**src/rtl/taus_stream_checker_pkg.sv**
```systemverilog
// rtl/taus_stream_checker_pkg.sv - taus88 constants and checker state encoding
package taus_stream_checker_pkg;

   localparam logic [31:0] TAUS_S1_XOR = 32'h10850089;
   localparam logic [31:0] TAUS_S2_XOR = 32'h89305309;
   localparam logic [31:0] TAUS_MASK0  = 32'hFFFFFFFE;
   localparam logic [31:0] TAUS_MASK1  = 32'hFFFFFFF8;
   localparam logic [31:0] TAUS_MASK2  = 32'hFFFFFFF0;
   localparam logic [31:0] TAUS_MIN0   = 32'd2;
   localparam logic [31:0] TAUS_MIN1   = 32'd8;
   localparam logic [31:0] TAUS_MIN2   = 32'd16;

   typedef enum logic [1:0] {
      ST_IDLE = 2'd0,
      ST_RUN  = 2'd1,
      ST_BAD  = 2'd2
   } state_t;

endpackage

```
**src/rtl/taus_stream_checker_step.sv**
```systemverilog
// rtl/taus_stream_checker_step.sv - combinational taus88 state step and combined output
module taus88_step
   import taus_stream_checker_pkg::*;
(
   input  logic [31:0] i_s0,
   input  logic [31:0] i_s1,
   input  logic [31:0] i_s2,
   output logic [31:0] o_s0,
   output logic [31:0] o_s1,
   output logic [31:0] o_s2,
   output logic [31:0] o_out
);

   assign o_s0  = ((i_s0 & TAUS_MASK0) << 12) ^ (((i_s0 << 13) ^ i_s0) >> 19);
   assign o_s1  = ((i_s1 & TAUS_MASK1) << 4)  ^ (((i_s1 << 2)  ^ i_s1) >> 25);
   assign o_s2  = ((i_s2 & TAUS_MASK2) << 17) ^ (((i_s2 << 3)  ^ i_s2) >> 11);
   assign o_out = o_s0 ^ o_s1 ^ o_s2;

endmodule

```
**config.mk**
```make
export PLATFORM = sky130hd
export DESIGN_NAME = taus88_step
export DESIGN_NICKNAME = d
export VERILOG_FILES = /design/src/rtl/taus_stream_checker_pkg.sv /design/src/rtl/taus_stream_checker_step.sv
export SDC_FILE = /design/constraint.sdc
export NUM_CORES = 1
export LEC_CHECK = 0
export BUFFER_PORTS_ARGS = -buffer_cell sky130_fd_sc_hd__buf_2
export CORE_AREA = 2 2 88 90
export DETAILED_ROUTE_END_ITERATION = 6
export DIE_AREA = 0 0 90 92
export PLACE_DENSITY = 0.59
export SLEW_MARGIN = 20
export SYNTH_ARGS = -nofsm -noshare
export SYNTH_HDL_FRONTEND = slang
export SYNTH_SLANG_ARGS = --single-unit
```
**constraint.sdc**
```tcl
create_clock -name vclk -period 2.8
set_clock_uncertainty 0.2 [all_clocks]
set_input_delay 0.56 -clock vclk [all_inputs]
set_output_delay 0.56 -clock vclk [all_outputs]
set_load 0.02 [all_outputs]
```
==> results of run 1 <==
[cells by family (layout without fill, tap and decap cells)]
| group | after synthesis | after routing | share of synthesized area, % |
|---|---|---|---|
| XOR/XNOR | 92 | 92 | 70.8 |
| buffers and inverters | 55 | 216 | 29.2 |
[worst max-delay path by stage]
stage | cells after the start | slack [ns] | endpoint | startpoint
floorplan | 2 | 0.48 | o_out[0] | i_s2[11]
global placement | 4 | 0.45 | o_out[3] | i_s2[11]
detailed placement | 4 | 0.44 | o_out[3] | i_s2[11]
CTS | 4 | 0.43 | o_out[3] | i_s2[11]
global route | 4 | 0.39 | o_out[0] | i_s2[11]
finish | 4 | 0.47 | o_out[3] | i_s2[11]
[where the power goes]
group          internal, W  leakage (nW)  switching, W
sequential               0             0             0
clock                    0             0             0
combinational     0.000331          1.30      0.000471
[Yosys cell counts (all sizes together)]
cell    n  area (um^2)
buf    55          413
xnor2  38          333
xor2   41          359
xor3   13          309
[layout make-up]
class                           instances  share of cell area (%)
Timing Repair Buffer                  216                    48.9
Multi-Input combinational cell         92                    45.3
Tap cell                              102                    5.78
[critical path, cell delays in order]
cell and delay, ns:
buf_2 0.17, xor2_1 0.21, xor3_1 0.45, buf_2 0.17
[through the flow]
step                std cells  power, W  instance area (um^2)  hold WS [ns]
floorplan                 147  0.000559                  1410          1.03
global placement          410  0.000803                  2210          1.15
detailed placement        410  0.000808                  2210          1.16
CTS                       410  0.000811                  2210          1.16
global route              410  0.000851                  2210          1.17
finish                    410  0.000801                  2210          1.16
[routing by layer]
metal	GRT usage, %	vias to the layer above	part of all wire (%)
met5	0	-	0
met4	0	0	0
met3	1.23	0	8.5
met2	20.2	108	54
met1	11.5	697	37
li1	-	730	-
==> impl_metrics.py, run 1 <==
metrics = {
    "sta": {
        "finalCriticalPeriod_ns": 2.33,
        "grt_setup_unrepaired": "no",
        "maxClockFrequency_mhz": 429,
        "setup_ws_ns": 0.468,
        "relSlewSlack_pct": 80.8,
        "finalCritPeriodShare_pct": 83.3,
        "worst_slew_pin_slew_ns": 0.286,
        "finalMaxSlewViolations": 0,
        "setup_tns_ns": 0,
        "finalSetupViolCount": 0,
        "hold_violations": 0,
    },
    "layout": {
        "finish.utilization_pct": 29.7,
        "final-seq-area_um2": 0,
        "ratio_of_cells_with_drive_above_1_in_the_final_layout_pct": 70.1,
        "layout.cells.most_common_list": "216 x buf_2, 41 x xor2_1, 38 x xnor2_1, 13 x xor3_1",
        "insertedDiodeCount": 0,
        "sequential_cell_total": 0,
        "most_common_cell_after_layout_fill_and_taps_aside": "buf_2",
        "filler_cell_count": 850,
        "final_nets": 406,
        "clockBufferCount": 0,
        "syn_to_final_growth_pct": 56.3,
        "multi_input_area_mm2": 0.00100,
    },
    "routing": {
        "detail_route.vias_per_cell": 3.74,
        "drc": 0,
        "route.antenna.remaining_nets": 0,
        "detail_route.wirelength_mm": 4.71,
        "via_count": 1535,
        "dr.pass1.iters": 4,
        "detailedRoute.firstIterationViolations": 12,
        "post_drt_wl_per_cell_um": 11.5,
    },
    "synthesis": {
        "synth_area_mm2": 0.00141,
        "syn_nets": 243,
        "distinct_cell_type_count_after_synthesis": 4,
        "synth.yosys.warnings": 0,
        "synth_sequential_area_ratio_pct": 0,
        "synth.avg_cell_area_um2": 9.62,
        "synthCells": 147,
    },
    "power_and_ir_drop": {
        "leakage_power_total_nw": 1.30,
        "p_per_area_mw_per_mm2": 363,
        "max-vdd-ir-drop_v": 0.000149,
    },
    "hold_path": {
        "hold_start": "i_s2[5]",
        "hold_class": "primary input to output port",
        "hold-path-cell-count": 2,
        "hold_path_end": "o_s2[22]",
    },
    "floorplanning": {
        "fp.dieW_um": 90,
        "fp.dieH_um": 92,
        "initial_utilization_pct": 19.0,
        "fp.dieArea_mm2": 0.00828,
        "ports": 224,
        "core_area_mm2": 0.00745,
        "num_rows": 32,
    },
    "place": {
        "buffer_ports.inserted": 216,
        "post-dp-hpwl_mm": 4.38,
        "final_estimated_routing_congestion_in_global_placement": 0.719,
        "pre_cts_worst_setup_slack_ns": 0.435,
    },
    "grt": {
        "grt_start_max_net_pins": 5,
        "initial_antenna_violation_count": 0,
        "global_route_wire_length_before_repair_mm": 6.74,
        "first_global_vias": 1378,
        "grt.overflow.total": 0,
        "globalRouteTotalUtil_pct": 9.85,
    },
    "job": {
        "max_cap_violations": 0,
    },
    "worst_setup_path": {
        "setup.worst_path.class": "primary input to output port",
        "critical_path_required_ns": 2.04,
        "critPathLaunchType": "primary input",
        "worstPathArrival_ns": 1.57,
        "critPathCaptureType": "output port",
        "timing.critical_path.fanout_max": 4,
    },
    "status": {
        "status": "finished clean",
    },
    "clocking": {
        "cts_resized": 0,
        "cts.hold.buffers_added": 0,
        "cts_setup_buffers": 0,
    },
}
(Power assumes the default switching activity.)
==> inputs of run 2 (changes only) <==
--- a/config.mk
+++ b/config.mk
@@ -5,11 +5,12 @@
 export SDC_FILE = /design/constraint.sdc
 export NUM_CORES = 1
 export LEC_CHECK = 0
+export ABC_AREA = 1
 export BUFFER_PORTS_ARGS = -buffer_cell sky130_fd_sc_hd__buf_2
-export CORE_AREA = 2 2 88 90
+export CORE_AREA = 2 2 87 89
 export DETAILED_ROUTE_END_ITERATION = 6
-export DIE_AREA = 0 0 90 92
-export PLACE_DENSITY = 0.59
+export DIE_AREA = 0 0 89 91
+export PLACE_DENSITY = 0.7
 export SLEW_MARGIN = 20
 export SYNTH_ARGS = -nofsm -noshare
 export SYNTH_HDL_FRONTEND = slang
==> constraint.sdc (replaced) <==
create_clock -name vclk -period 2
set_clock_uncertainty 0.2 [all_clocks]
set_input_delay 0.4 -clock vclk [all_inputs]
set_output_delay 0.4 -clock vclk [all_outputs]
set_load 0.02 [all_outputs]
==> run 2 against run 1 <==
Compared with the run above: first-iteration DRC count grew to 3.7 times the previous value; routed wire length grew 25%; setup slack got worse by 0.23 ns; non-clock buffer count unchanged; global-route usage increased by 2.8 points; critical path type unchanged.
==> impl_metrics.py, run 2 <==
metrics = {
    "sta": {
        "grt_setup_unrepaired": "no",
        "finalSetupViolCount": 0,
        "setup_tns_ns": 0,
        "relSlewSlack_pct": 83.7,
        "maxClockFrequency_mhz": 567,
        "finalMaxSlewViolations": 0,
        "worst_slew_pin_slew_ns": 0.243,
        "setup_ws_ns": 0.235,
        "hold_violations": 0,
        "finalCritPeriodShare_pct": 88.2,
        "finalCriticalPeriod_ns": 1.76,
    },
    "floorplanning": {
        "core_area_mm2": 0.00714,
        "ports": 224,
        "fp.dieH_um": 91,
        "fp.dieW_um": 89,
        "fp.dieArea_mm2": 0.00810,
        "num_rows": 31,
        "initial_utilization_pct": 26.3,
    },
    "place": {
        "buffer_ports.inserted": 216,
        "place_inst": 604,
        "final_estimated_routing_congestion_in_global_placement": 0.800,
        "pre_cts_worst_setup_slack_ns": 0.224,
        "post-dp-hpwl_mm": 5.47,
    },
    "hold_path": {
        "hold_class": "primary input to output port",
    },
    "worst_setup_path": {
        "path_cells": "buf_2 -> inv_2 -> nand2_1 -> nand2_2 -> nand2_2 -> nand2_1 -> nand2_1 -> nand2_1 -> buf_2",
        "timing.critical_path.fanout_max": 7,
        "critical_path_buf_inv_count": 3,
        "worst_path_max_delay_cell": "buf_2",
        "setup.worst_path.class": "primary input to output port",
        "critPathCaptureType": "output port",
        "worstPathArrival_ns": 1.16,
        "critical_path_required_ns": 1.40,
        "critPathLaunchType": "primary input",
        "cpLargestDelayFamily": "buffers and inverters",
        "timing.critical_path.slowest_cell_delay_ns": 0.16,
        "worst_path_most_repeated_cell": "nand2_1",
    },
    "power_and_ir_drop": {
        "total_power_w": 0.00105,
        "max-vdd-ir-drop_v": 0.000137,
        "leakage_power_total_nw": 1.81,
        "p_per_area_mw_per_mm2": 392,
    },
    "synthesis": {
        "main_combinational_cell_family_by_area_after_synthesis": "simple AND/OR/NAND/NOR gates",
        "synth_area_mm2": 0.00187,
        "synth_mux_area_share_pct": 0,
        "synth-adder-area-share_pct": 0,
        "synth.top_cells.by_count": "146 x nand2_1, 55 x buf_4, 42 x inv_1, 39 x xnor2_1, 20 x xor2_1",
        "synth.yosys.warnings": 0,
        "synth.top_cells.by_area": "nand2_1 29%, buf_4 22%, xnor2_1 18%, xor2_1 9.3%, inv_1 8.4%",
        "synth_sequential_area_ratio_pct": 0,
        "syn_nets": 440,
        "synth-xor-area-share_pct": 27.6,
        "netlist.top_cell.by_area": "nand2_1",
        "distinct_cell_type_count_after_synthesis": 10,
        "synthCells": 344,
        "yosys.area.top_type_share_pct": 29.2,
        "synth_most_common_cell": "nand2_1",
        "synth_compound_area_share_pct": 0,
        "synth_simple_gate_area_share_pct": 40.4,
        "synth.avg_cell_area_um2": 5.45,
    },
    "layout": {
        "ratio_of_cells_with_drive_above_1_in_the_final_layout_pct": 47.3,
        "instances_no_fill": 604,
        "multi_input_area_mm2": 0.00127,
        "insertedDiodeCount": 0,
        "final-seq-area_um2": 0,
        "sequential_cell_total": 0,
        "layout.cells.most_common_list": "216 x buf_2, 146 x nand2_1, 42 x inv_1, 39 x xnor2_1, 20 x xor2_1",
        "syn_to_final_growth_pct": 42.3,
        "filler_cell_count": 812,
        "clockBufferCount": 0,
        "final_nets": 603,
        "most_common_cell_after_layout_fill_and_taps_aside": "buf_2",
    },
    "grt": {
        "initial_antenna_violation_count": 0,
        "first_global_vias": 2129,
        "grt_start_max_net_pins": 8,
        "global_route_wire_length_before_repair_mm": 8.73,
        "grt.overflow.total": 0,
        "globalRouteTotalUtil_pct": 12.7,
    },
    "routing": {
        "via_count": 2414,
        "drc": 0,
        "detailedRoute.firstIterationViolations": 44,
        "route.antenna.remaining_nets": 0,
        "dr.pass1.iters": 4,
        "detail_route.vias_per_cell": 4.00,
        "post_drt_wl_per_cell_um": 9.74,
        "detail_route.wirelength_mm": 5.89,
    },
    "status": {
        "status": "finished clean",
    },
    "job": {
        "max_cap_violations": 0,
    },
    "clocking": {
        "cts.hold.buffers_added": 0,
        "cts_setup_buffers": 0,
        "cts_resized": 0,
    },
}
run 2: where the power goes:
group | leakage [nW] | internal (W) | switching [W]
clock network | 0 | 0 | 0
registers | 0 | 0 | 0
logic | 1.81 | 0.000378 | 0.000667
total | 1.81 | 0.000378 | 0.000667
run 2: path summary, 6_finish.rpt:
check	slack, ns	cells after the start	endpoint	from
worst max-delay path	0.24	9	o_out[2]	i_s1[27]
worst min-delay path	0.84	2	o_s1[12]	i_s1[8]
run 2: through the flow:
step | area, um^2 | hold WS [ns] | util, %
global placement | 2670 | 0.842 | 37.4
CTS | 2670 | 0.845 | 37.4
detailed placement | 2670 | 0.846 | 37.4
floorplan | 1870 | 0.713 | -
finish | 2670 | 0.844 | 37.4
global route | 2670 | 0.852 | 37.4
run 2: logic make-up (layout without fill, tap and decap cells):
kind of cell | Yosys count | count (layout)
and+or+nand+nor | 180 | 180
buffers and inverters | 105 | 266
xor gates and xnor gates | 59 | 59
run 2: metal layers:
metal | up-vias | track usage [%] | routed length (um)
li1 | 1277 | - | -
met1 | 1021 | 13.5 | 2240
met2 | 112 | 27.0 | 3180
met3 | 4 | 0.727 | 436
met4 | 0 | 0.871 | 27
met5 | - | 0 | 0
run 2: final cells by class:
type / instances / share of cell area [%]
timing repair buffer: 216 / 40.5
inverter: 50 / 7.04
multi-input combinational: 239 / 47.8
tap: 99 / 4.65
==> inputs of run 3 (changes only) <==
--- a/config.mk
+++ b/config.mk
@@ -7,10 +7,11 @@
 export LEC_CHECK = 0
 export ABC_AREA = 1
 export BUFFER_PORTS_ARGS = -buffer_cell sky130_fd_sc_hd__buf_2
-export CORE_AREA = 2 2 87 89
+export CELL_PAD_IN_SITES_DETAIL_PLACEMENT = 1
+export CELL_PAD_IN_SITES_GLOBAL_PLACEMENT = 1
+export CORE_UTILIZATION = 18
 export DETAILED_ROUTE_END_ITERATION = 6
-export DIE_AREA = 0 0 89 91
-export PLACE_DENSITY = 0.7
+export PLACE_DENSITY = 0.82
 export SLEW_MARGIN = 20
 export SYNTH_ARGS = -nofsm -noshare
 export SYNTH_HDL_FRONTEND = slang
==> run 3 against run 2 <==
Compared with the run above: utilization down 10 points; power up 1.7%; critical path depth unchanged; critical path type unchanged.
==> impl_metrics.py, run 3 (synthesized netlist as in run 2, its figures left out) <==
metrics = {
    "worst_setup_path": {
        "critical_path_buf_inv_count": 3,
        "cp.depth": 9,
        "worstPathArrival_ns": 1.21,
        "cpLargestDelayFamily": "buffers and inverters",
        "critPathCaptureType": "output port",
        "setup.worst_path.class": "primary input to output port",
        "timing.critical_path.fanout_max": 7,
        "timing.critical_path.slowest_cell_delay_ns": 0.16,
        "critical_path_required_ns": 1.40,
        "worst_path_most_repeated_cell": "nand2_1",
        "path_cells": "buf_2 -> inv_2 -> nand2_1 -> nand2_2 -> nand2_2 -> nand2_1 -> nand2_1 -> nand2_1 -> buf_2",
        "worst_path_max_delay_cell": "buf_2",
        "critPathLaunchType": "primary input",
    },
    "floorplanning": {
        "core_area_mm2": 0.00995,
        "fp.dieArea_mm2": 0.0108,
        "ports": 224,
        "fp.dieH_um": 104,
        "num_rows": 36,
        "fp.dieW_um": 104,
        "initial_utilization_pct": 18.8,
    },
    "sta": {
        "finalMaxSlewViolations": 0,
        "maxClockFrequency_mhz": 554,
        "setup_tns_ns": 0,
        "grt_setup_unrepaired": "no",
        "finalSetupViolCount": 0,
        "final.hold.worst_slack_ns": 0.843,
        "finalCriticalPeriod_ns": 1.81,
        "relSlewSlack_pct": 82.3,
        "hold_violations": 0,
        "finalCritPeriodShare_pct": 90.3,
        "setup_ws_ns": 0.194,
        "worst_slew_pin_slew_ns": 0.264,
    },
    "clocking": {
        "cts_setup_buffers": 0,
        "cts_resized": 0,
        "cts.hold.buffers_added": 0,
    },
    "routing": {
        "detail_route.vias_per_cell": 3.99,
        "route.antenna.remaining_nets": 0,
        "dr.pass1.iters": 4,
        "detailedRoute.firstIterationViolations": 46,
        "via_count": 2548,
        "detail_route.wirelength_mm": 6.98,
        "drc": 0,
        "post_drt_wl_per_cell_um": 10.9,
    },
    "power_and_ir_drop": {
        "total_power_w": 0.00106,
        "leakage_power_total_nw": 1.81,
        "max-vdd-ir-drop_v": 0.000110,
        "p_per_area_mw_per_mm2": 392,
    },
    "layout": {
        "ratio_of_cells_with_drive_above_1_in_the_final_layout_pct": 47.3,
        "final_nets": 603,
        "area_of_all_placed_cells_without_fillers_mm2": 0.00271,
        "filler_cell_count": 1379,
        "layout.cells.most_common_list": "216 x buf_2, 146 x nand2_1, 42 x inv_1, 39 x xnor2_1, 20 x xor2_1",
        "clockBufferCount": 0,
        "most_common_cell_after_layout_fill_and_taps_aside": "buf_2",
        "syn_to_final_growth_pct": 44.5,
        "sequential_cell_total": 0,
        "insertedDiodeCount": 0,
        "final-seq-area_um2": 0,
    },
    "place": {
        "buffer_ports.inserted": 216,
        "pre_cts_worst_setup_slack_ns": 0.187,
        "dpl_cell_area_mm2": 0.00271,
        "final_estimated_routing_congestion_in_global_placement": 0.784,
        "post-dp-hpwl_mm": 6.59,
    },
    "hold_path": {
        "hold_class": "primary input to output port",
        "hold-path-cell-count": 2,
        "hold_start": "i_s1[7]",
        "hold_path_end": "o_s1[11]",
    },
    "grt": {
        "first_global_vias": 2493,
        "grt_start_max_net_pins": 8,
        "initial_antenna_violation_count": 0,
        "global_route_wire_length_before_repair_mm": 11.0,
        "grt.overflow.total": 0,
        "globalRouteTotalUtil_pct": 12.0,
    },
    "status": {
        "status": "finished clean",
    },
    "job": {
        "max_cap_violations": 0,
    },
}
-- run 3: cell counts in the layout (fill, tap and decap cells not counted) --
Identical to the previous run, type by type.
-- run 3: worst max path at each step --
stage / from / end / slack [ns]
floorplan: i_s1[30] / o_out[5] / 0.26
global placement: i_s1[25] / o_out[0] / 0.22
detailed placement: i_s1[27] / o_out[2] / 0.19
CTS: i_s1[27] / o_out[2] / 0.18
global route: i_s1[27] / o_out[2] / 0.09
finish: i_s1[27] / o_out[4] / 0.19
-- run 3: per-layer routing --
layer  share of wire (%)  routed length [um]  vias up  GRT usage, %
li1                    -                   -     1279             -
met1                  38                2620     1146          12.3
met2                  56                3890      119          26.3
met3                 6.1                 429        4          1.19
met4                0.57                  40        0         0.612
met5                   0                   0        -             0
-- run 3: report_power, final --
group	total, W	switching [W]	internal, W	leakage [nW]
Clock	0	0	0	0
Sequential	0	0	0	0
Combinational	0.00106	0.000685	0.000378	1.81
-- run 3: through the flow --
step	cells	utilization [%]
after floorplan	344	-
after global placement	638	27.2
after detailed placement	638	27.2
after CTS	638	27.2
after global routing	638	27.2
final	638	27.2
-- run 3: layout make-up --
class	instances	area [um^2]	area share (%)
Timing Repair Buffer	216	1080	39.9
Tap cell	133	166	6.14
Multi-Input combinational cell	239	1270	47.0
Inverter	50	188	6.93
